==> config.mk <==
export PLATFORM = sky130hd
export DESIGN_NAME = wbm_cmd_master
export DESIGN_NICKNAME = d
export VERILOG_FILES = /design/src/rtl/wbm_pkg.sv /design/src/rtl/wbm_timeout_ctr.sv /design/src/rtl/wbm_cmd_master.sv
export SDC_FILE = /design/constraint.sdc
export NUM_CORES = 1
export LEC_CHECK = 0
export ABC_CLOCK_PERIOD_IN_PS = 1800
export BUFFER_PORTS_ARGS = -buffer_cell sky130_fd_sc_hd__buf_2
export CAP_MARGIN = 20
export CELL_PAD_IN_SITES_DETAIL_PLACEMENT = 1
export CELL_PAD_IN_SITES_GLOBAL_PLACEMENT = 2
export CORE_MARGIN = 3
export CORE_UTILIZATION = 27
export CTS_CLUSTER_SIZE = 16
export DETAILED_ROUTE_END_ITERATION = 10
export PLACE_DENSITY_LB_ADDON = 0.1
export SLEW_MARGIN = 5
export SYNTH_ARGS = -nofsm -noshare
export SYNTH_HDL_FRONTEND = slang
export SYNTH_SLANG_ARGS = --single-unit
==> constraint.sdc <==
create_clock -name wb_clk_i -period 1.8 [get_ports wb_clk_i]
set_clock_uncertainty 0.2 [all_clocks]
set_input_delay 0.27 -clock wb_clk_i [delete_from_list [all_inputs] [get_ports wb_clk_i]]
set_output_delay 0.27 -clock wb_clk_i [all_outputs]
set_load 0.03 [all_outputs]
==> src/rtl/wbm_pkg.sv <==
// rtl/wbm_pkg.sv - shared widths and state encoding for the Wishbone command master
package wbm_pkg;

  localparam int WB_ADR_W = 16;
  localparam int WB_DAT_W = 16;

  typedef enum logic [1:0] {
    IDLE = 2'd0,
    BUS  = 2'd1,
    RESP = 2'd2
  } wbm_state_t;

endpackage

==> src/rtl/wbm_timeout_ctr.sv <==
// rtl/wbm_timeout_ctr.sv - bus-wait cycle counter with expiry pulse (used only with WBM_TIMEOUT_EN)
module wbm_timeout_ctr (
  input  logic        clk,
  input  logic        rst,
  input  logic        clear,
  input  logic        enable,
  input  logic [15:0] limit,
  output logic        expired
);

  logic [15:0] cnt_q;
  logic [15:0] cnt_d;
  logic [15:0] cnt_inc;

  // The count after this cycle; expiry fires on the edge that would reach the limit.
  assign cnt_inc = cnt_q + 16'd1;
  assign expired = enable && (cnt_inc == limit);

  // Next count: restart on a new command, advance while waiting on the bus.
  always_comb begin
    cnt_d = cnt_q;
    if (clear) begin
      cnt_d = '0;
    end else if (enable && !expired) begin
      cnt_d = cnt_inc;
    end
  end

  // Counter register.
  always_ff @(posedge clk) begin
    if (rst) begin
      cnt_q <= '0;
    end else begin
      cnt_q <= cnt_d;
    end
  end

endmodule

==> src/rtl/wbm_cmd_master.sv <==
// rtl/wbm_cmd_master.sv - single-command Wishbone initiator; bus timeout enabled by WBM_TIMEOUT_EN
module wbm_cmd_master
  import wbm_pkg::*;
#(
  parameter int unsigned TIMEOUT_CYCLES = 255,
  parameter int unsigned ERR_CNT_W      = 8
) (
  input  logic                 wb_clk_i,
  input  logic                 wb_rst_i,
  input  logic                 cmd_valid,
  output logic                 cmd_ready,
  input  logic                 cmd_we,
  input  logic [WB_ADR_W-1:0]  cmd_adr,
  input  logic [WB_DAT_W-1:0]  cmd_dat,
  output logic                 rsp_valid,
  input  logic                 rsp_ready,
  output logic [WB_DAT_W-1:0]  rsp_dat,
  output logic                 rsp_err,
  output logic [ERR_CNT_W-1:0] err_count,
  output logic                 wb_cyc_o,
  output logic                 wb_stb_o,
  output logic                 wb_we_o,
  output logic [WB_ADR_W-1:0]  wb_adr_o,
  output logic [WB_DAT_W-1:0]  wb_dat_o,
  input  logic [WB_DAT_W-1:0]  wb_dat_i,
  input  logic                 wb_ack_i
);

  if (TIMEOUT_CYCLES == 0 || TIMEOUT_CYCLES > 65535) begin : g_bad_timeout
    $error("TIMEOUT_CYCLES must be in 1..65535");
  end

  wbm_state_t            state_q, state_d;
  logic                  cmd_ready_q, cmd_ready_d;
  logic                  rsp_valid_q, rsp_valid_d;
  logic [WB_DAT_W-1:0]   rsp_dat_q, rsp_dat_d;
  logic                  cyc_q, cyc_d;
  logic                  we_q, we_d;
  logic [WB_ADR_W-1:0]   adr_q, adr_d;
  logic [WB_DAT_W-1:0]   dat_q, dat_d;
  logic                  accept;
  logic                  tmo_expired;

  assign accept = (state_q == IDLE) && cmd_valid && cmd_ready_q;

`ifdef WBM_TIMEOUT_EN
  localparam logic [15:0] TMO_LIMIT = 16'(TIMEOUT_CYCLES);

  logic                  rsp_err_q, rsp_err_d;
  logic [ERR_CNT_W-1:0]  err_count_q, err_count_d;

  wbm_timeout_ctr u_timeout (
    .clk     (wb_clk_i),
    .rst     (wb_rst_i),
    .clear   (accept),
    .enable  (state_q == BUS),
    .limit   (TMO_LIMIT),
    .expired (tmo_expired)
  );

  assign rsp_err   = rsp_err_q;
  assign err_count = err_count_q;
`else
  assign tmo_expired = 1'b0;
  assign rsp_err     = 1'b0;
  assign err_count   = '0;
`endif

  // Next-state and next-output decode; every output is registered from these.
  always_comb begin
    state_d     = state_q;
    cmd_ready_d = cmd_ready_q;
    rsp_valid_d = rsp_valid_q;
    rsp_dat_d   = rsp_dat_q;
    cyc_d       = cyc_q;
    we_d        = we_q;
    adr_d       = adr_q;
    dat_d       = dat_q;
`ifdef WBM_TIMEOUT_EN
    rsp_err_d   = rsp_err_q;
    err_count_d = err_count_q;
`endif
    case (state_q)
      IDLE: begin
        cmd_ready_d = 1'b1;
        if (accept) begin
          we_d        = cmd_we;
          adr_d       = cmd_adr;
          dat_d       = cmd_dat;
          cyc_d       = 1'b1;
          cmd_ready_d = 1'b0;
          state_d     = BUS;
        end
      end
      BUS: begin
        // A same-edge ack beats the timeout.
        if (wb_ack_i) begin
          cyc_d       = 1'b0;
          rsp_dat_d   = we_q ? '0 : wb_dat_i;
          rsp_valid_d = 1'b1;
`ifdef WBM_TIMEOUT_EN
          rsp_err_d   = 1'b0;
`endif
          state_d     = RESP;
        end else if (tmo_expired) begin
          cyc_d       = 1'b0;
          rsp_dat_d   = '0;
          rsp_valid_d = 1'b1;
`ifdef WBM_TIMEOUT_EN
          rsp_err_d   = 1'b1;
          if (err_count_q != '1) begin
            err_count_d = err_count_q + ERR_CNT_W'(1);
          end
`endif
          state_d     = RESP;
        end
      end
      RESP: begin
        if (rsp_ready) begin
          rsp_valid_d = 1'b0;
          cmd_ready_d = 1'b1;
          state_d     = IDLE;
        end
      end
      default: begin
        cyc_d       = 1'b0;
        rsp_valid_d = 1'b0;
        cmd_ready_d = 1'b0;
        state_d     = IDLE;
      end
    endcase
  end

  // State and output registers; reset discards any command or response in flight.
  always_ff @(posedge wb_clk_i) begin
    if (wb_rst_i) begin
      state_q     <= IDLE;
      cmd_ready_q <= 1'b0;
      rsp_valid_q <= 1'b0;
      rsp_dat_q   <= '0;
      cyc_q       <= 1'b0;
      we_q        <= 1'b0;
      adr_q       <= '0;
      dat_q       <= '0;
`ifdef WBM_TIMEOUT_EN
      rsp_err_q   <= 1'b0;
      err_count_q <= '0;
`endif
    end else begin
      state_q     <= state_d;
      cmd_ready_q <= cmd_ready_d;
      rsp_valid_q <= rsp_valid_d;
      rsp_dat_q   <= rsp_dat_d;
      cyc_q       <= cyc_d;
      we_q        <= we_d;
      adr_q       <= adr_d;
      dat_q       <= dat_d;
`ifdef WBM_TIMEOUT_EN
      rsp_err_q   <= rsp_err_d;
      err_count_q <= err_count_d;
`endif
    end
  end

  assign cmd_ready = cmd_ready_q;
  assign rsp_valid = rsp_valid_q;
  assign rsp_dat   = rsp_dat_q;
  assign wb_cyc_o  = cyc_q;
  assign wb_stb_o  = cyc_q;
  assign wb_we_o   = we_q;
  assign wb_adr_o  = adr_q;
  assign wb_dat_o  = dat_q;

endmodule

==> results of run 1 <==
per-stage QoR:
stage	utilization [%]	area (um2)
after floorplan	-	2600
after global routing	36.3	3250
after detailed placement	35.2	3160
after CTS	36.2	3250
final	36.3	3250
after global placement	35.2	3160
Yosys cell counts, types with 2 or more instances:
| cell | n |
|---|---|
| nand2b_1 | 83 |
| dfxtp_1 | 54 |
| mux2i_1 | 49 |
| or3b_2 | 16 |
| clkbuf_1 | 12 |
| buf_4 | 10 |
| buf_12 | 3 |
| buf_6 | 3 |
| nor2b_1 | 2 |
| nor3b_1 | 2 |
| o21ai_0 | 2 |
logic make-up (layout without fill, tap and decap cells):
logic type	after synthesis	after routing	share of synthesized area (%)
and+or+nand+nor	107	107	28.3
AOI/OAI and AO/OA	7	7	2.04
DFF	54	54	42.0
muxes	49	49	19.1
buffers and inverters	29	120	8.46
other	1	9	0.146
power breakdown:
part	switching [mW]	internal [mW]	total, mW
logic	0.283	0.209	0.492
registers	0.0393	1.25	1.29
clock network	0.397	0.312	0.709
worst min path at each step:
| stage | slack [ns] | to | cells after the start |
|---|---|---|---|
| 4_1_cts | 0.005 | wb_adr_o[7] | 3 |
| 3_5_place_dp | 0.26 | rsp_dat[15] | 2 |
| 2_1_floorplan | 0.23 | wb_adr_o[0] | 2 |
| 5_1_grt | 0.006 | wb_adr_o[10] | 3 |
| 3_3_place_gp | 0.26 | rsp_dat[3] | 2 |
| 6_report | 0.02 | wb_dat_o[14] | 3 |
layer usage:
layer | global-route usage (%) | vias up | share of wire, %
met2 | 17.3 | 70 | 43
li1 | - | 988 | -
met3 | 4.23 | 7 | 8.3
met1 | 15.4 | 905 | 47
met4 | 3.42 | 0 | 1.2
met5 | 0 | - | 0
sequential cells by signal, indices dropped and copies added (netlist names):
register / count
cmd_ready: 1
rsp_dat: 16
wb_cyc_o: 1
wb_adr_o: 16
wb_we_o: 1
rsp_valid: 1
wb_dat_o: 16
state_q: 2
critical path, cell delays in order, from the launching register on:
cell and delay (ns):
dfxtp_1 0.39, nor4bb_4 0.37, buf_12 0.27, mux2i_1 0.22
layout make-up:
type                    instances  area, um2  area share, %
clock buffers                   7       86.3           2.65
repair buffers                111        606           18.6
flip-flops and latches         54       1080           33.3
well taps                     126        158           4.84
clock inverters                 1       5.00          0.154
multi-input cells             172       1310           40.4
inverters                       1       3.75          0.115
repair_timing:
action,4_1_cts,5_1_grt
hold endpoints to repair,0,0
setup endpoints to repair,0,1
resized for setup,0,1
buffers inserted,0,0
==> impl_metrics.csv, run 1 <==
group,metric,value,unit
logic_synthesis,synth-seq-cells,54,
routing,drc,0,
timing,rsz0062_at_grt,"no",
setup_path,cp_max_fo,34,
logic_synthesis,ys.flop_type,"dfxtp_1",
routing,avgRoutedWirePerCell,13.2,um
die,core_area,8980,um2
min_path,hold_start,"cmd_dat[14]",
placed_design,dp_slack,0.228,ns
die,row_count,34,
timing,period_minus_slack,1.58,ns
setup_path,start_kind,"register",
cells_and_area,stdcell_count,472,
cells_and_area,fillerInstances,1059,
setup_path,r2r-start,"state_q[0]",
clocking,ctsHoldBuffers,0,
clocking,clock-root-buffer,"clkbuf_8",
setup_path,end_kind,"register",
setup_path,ff2ff_setup_slack,0.22,ns
grt,grt_max_degree,49,
power,peakVddDrop,0.329,mV
setup_path,crit_end,"wb_adr_o[14]",
clocking,cts_tree,"yes",
timing,setup_violations,0,
cells_and_area,drive_above_1_share,39.9,%
timing,maxSlewViolCount,0,
cells_and_area,antenna_cells,0,
placed_design,dp_hpwl,4470,um
power,p_total,2.49,mW
timing,fmax,632,MHz
logic_synthesis,synth_cell_types,22,
clocking,h-tree-depth,2,
cells_and_area,nNetsFinal,399,
run_status,status,"complete, no violations",
min_path,hp-class,"input pin to register",
placed_design,gp_congestion,0.661,
timing,hold_violations,0,
grt,grt_pass1_wl,10200,um
logic_synthesis,synth_area_leaders,"dfxtp_1, nand2b_1, mux2i_1, or3b_2, buf_4",
cells_and_area,area_growth_syn_to_layout,26.4,%
placed_design,dp.cells,464,
logic_synthesis,ys_async_sr_fraction,0,%
routing,vias_per_cell,4.17,
cells_and_area,final_cell_mix,"buf_2, nand2b_1, dfxtp_1",
cells_and_area,layout_commonest_cell,"buf_2",
setup_path,crit_type,"register to register",
logic_synthesis,synth.avg_cell_area,10.4,um2
logic_synthesis,post-synth-top-area-cell,"dfxtp_1",
routing,routed_wl,6210,um
die,die_w,104,um
die,start_util,28.7,%
clocking,numCtsBuffers,5,
logic_synthesis,yosysWarnings,0,
die,dieArea,10700,um2
power,leakagePower,1.42,nW
grt,grt_use_total,11.5,%
setup_path,crit_start,"state_q[0]",
setup_path,required,1.83,ns
clocking,clock-sinks,54,
setup_path,r2r-end,"wb_adr_o[14]",
power,p_per_area,766,nW/um2
routing,num_vias,1970,
die,die_h,104,um
setup_path,crit_arrival,1.61,ns
grt,overflow,0,
timing,finalSetupTns,0,ns
logic_synthesis,synth_area,2570,um2
logic_synthesis,synth_edf_count,0,
logic_synthesis,synth-seq-area-share,42.0,%
routing,drt_iter0_drc,55,
grt,antenna_found_initial,0,
clocking,insertion_delay,0.30,ns
clocking,cts_buffer_depth,2,
placed_design,portBuffers,106,
grt,grt_pass1_vias,1977,
clocking,clkTransAtPathRegs,0.10,ns
logic_synthesis,yosysTopAreaCellShare,42.0,%
timing,setup_ws,0.218,ns
setup_path,r2r_cells,3,
routing,antenna_left,0,
routing,first_pass_iters,2,
timing,period_share,87.9,%
timing,whs,0.0162,ns
die,ios,116,
logic_synthesis,syn_inst,247,
job,timing.max_cap.violations,0,
Power figures use the tool's default switching activity.
==> run 2: changes to the inputs <==
--- a/config.mk
+++ b/config.mk
@@ -5,7 +5,7 @@
 export SDC_FILE = /design/constraint.sdc
 export NUM_CORES = 1
 export LEC_CHECK = 0
-export ABC_CLOCK_PERIOD_IN_PS = 1800
+export ABC_CLOCK_PERIOD_IN_PS = 1500
 export BUFFER_PORTS_ARGS = -buffer_cell sky130_fd_sc_hd__buf_2
 export CAP_MARGIN = 20
 export CELL_PAD_IN_SITES_DETAIL_PLACEMENT = 1
@@ -14,7 +14,7 @@
 export CORE_UTILIZATION = 27
 export CTS_CLUSTER_SIZE = 16
 export DETAILED_ROUTE_END_ITERATION = 10
-export PLACE_DENSITY_LB_ADDON = 0.1
+export PLACE_DENSITY = 0.77
 export SLEW_MARGIN = 5
 export SYNTH_ARGS = -nofsm -noshare
 export SYNTH_HDL_FRONTEND = slang
==> constraint.sdc (replaced) <==
create_clock -name wb_clk_i -period 1.5 [get_ports wb_clk_i]
set_clock_uncertainty 0.2 [all_clocks]
set_input_delay 0.225 -clock wb_clk_i [delete_from_list [all_inputs] [get_ports wb_clk_i]]
set_output_delay 0.225 -clock wb_clk_i [all_outputs]
set_load 0.03 [all_outputs]
==> run 2 against run 1 <==
Highest routed layer unchanged. Sequential share of layout area is 4.2 points lower. Design area rose by 15%. Combinational power grew 44%. Final cell count increased by 8.5%. Via count is 8.3% higher. Largest power group unchanged. Core utilization increased by 5.5 points. Die area unchanged. Sequential power up 20%. Sequential cell count stayed put. Maximum frequency up 8.6%. Worst hold slack improved by 0.0039 ns. Largest cell class unchanged. Clock power grew 66%.
==> impl_metrics.csv, run 2 (synthesis gave the netlist of run 1 again) <==
group,metric,value,unit
cells_and_area,fillerInstances,1028,
job,timing.max_cap.violations,0,
placed_design,dp_hpwl,4420,um
die,die_h,104,um
power,p_per_area,918,nW/um2
clocking,h-tree-depth,2,
clocking,clock-sinks,54,
die,row_count,34,
timing,maxSlewViolCount,0,
cells_and_area,area_growth_syn_to_layout,45.6,%
die,ios,116,
run_status,status,"complete, no violations",
cells_and_area,layout_commonest_cell,"buf_2",
timing,whs,0.0201,ns
power,peakVddDrop,0.361,mV
grt,grt_max_degree,51,
setup_path,end_kind,"register",
grt,antenna_found_initial,0,
power,power.share.switching,25.6,%
routing,drt_iter0_drc,29,
clocking,insertion_delay,0.30,ns
die,dieArea,10700,um2
power,p_seq_share,45.0,%
timing,rsz0062_at_grt,"yes",
die,core_area,8980,um2
grt,grt_use_total,12.3,%
power,leakagePower,1.64,nW
die,start_util,28.7,%
routing,vias_per_cell,4.17,
timing,setup_violations,0,
routing,first_pass_iters,4,
timing,period_minus_slack,1.46,ns
placed_design,gp_congestion,0.672,
cells_and_area,final_cell_mix,"buf_2, nand2b_1, dfxtp_1",
clocking,cts_buffer_depth,2,
setup_path,crit_type,"register to register",
power,combPwrFrac,20.6,%
cells_and_area,multi_input_area,1310,um2
grt,grt_pass1_vias,2337,
cells_and_area,antenna_cells,0,
clocking,clock-root-buffer,"clkbuf_8",
die,die_w,104,um
clocking,clkTransAtPathRegs,0.10,ns
cells_and_area,fin_util,41.7,%
routing,drc,0,
power,power.internal,2.56,mW
routing,num_vias,2134,
cells_and_area,register_area,1090,um2
timing,period_share,97.2,%
setup_path,cp_max_fo,10,
power,p_switching,0.880,mW
cells_and_area,stdcell_count,512,
setup_path,crit_arrival,1.49,ns
placed_design,dp.cells,468,
placed_design,portBuffers,106,
setup_path,start_kind,"register",
routing,avgRoutedWirePerCell,13.0,um
grt,overflow,0,
setup_path,required,1.53,ns
timing,finalSetupTns,0,ns
setup_path,r2r_cells,4,
routing,antenna_left,0,
cells_and_area,drive_above_1_share,38.6,%
timing,fmax,686,MHz
cells_and_area,nNetsFinal,439,
min_path,hp-class,"input pin to register",
timing,hold_violations,0,
routing,routed_wl,6650,um
grt,grt_pass1_wl,11100,um
clocking,numCtsBuffers,5,
clocking,cts_tree,"yes",
min_path,hold_depth,3,
power,pwr-share-clk,34.4,%
==> run 2: path summary, 6_finish.rpt <==
path	start	to	slack [ns]
setup / recovery	state_q[1]	wb_adr_o[0]	0.04
hold / removal	wb_ack_i	state_q[0]	0.02
setup reg to reg	state_q[1]	wb_adr_o[0]	0.04
hold reg to reg	wb_dat_o[13]	wb_dat_o[13]	0.28
==> run 2: metrics by stage <==
stage          cell area [um2]  power [mW]  setup slack [ns]
2_1_floorplan             2610        2.03            0.0335
3_3_place_gp              3210        2.19            0.0526
3_5_place_dp              3210        2.20           0.00138
4_1_cts                   3680        3.49          -0.00757
5_1_grt                   3750        3.64           -0.0506
6_report                  3750        3.44            0.0426
==> run 2: critical path: stages (launching register included) <==
cell	delay [ns]
dfxtp_2	0.36
nor4bb_4	0.29
buf_6	0.18
clkbuf_16	0.18
mux2i_1	0.17
==> run 2: layer usage <==
layer	track usage (%)	up-vias	part of all wire [%]	wire, um
met5	0	-	0	0
met4	2.75	0	0.32	21
met3	4.48	2	7.0	464
met2	22.5	65	52	3460
met1	13.6	998	41	2710
li1	-	1069	-	-
==> run 2: timing repair <==
| item | in CTS | in global routing |
|---|---|---|
| endpoints found under the hold margin | 33 | 0 |
| setup endpoints to repair | 11 | 33 |
| pin swaps | 0 | 1 |
| buffers inserted | 0 | 1 |
| resized for setup | 4 | 1 |
| hold buffers | 33 | 0 |
| gates cloned | 0 | 2 |
==> run 2: area by class of cell <==
class,instances,area share (%)
repair buffers,151,27.8
multi-input cells,172,35.1
flip-flops and latches,54,29.1
inverters,1,0.100
clock buffers,6,2.20
well taps,126,4.21
clock inverters,2,1.60
==> run 2: power groups by stage <==
stage / registers (mW) / logic (mW) / clock network [mW]
finish: 1.55 / 0.708 / 1.18
CTS: 1.55 / 0.688 / 1.25
global placement: 1.58 / 0.610 / 0
floorplan: 1.71 / 0.318 / 0
global route: 1.56 / 0.764 / 1.31
detailed placement: 1.58 / 0.621 / 0
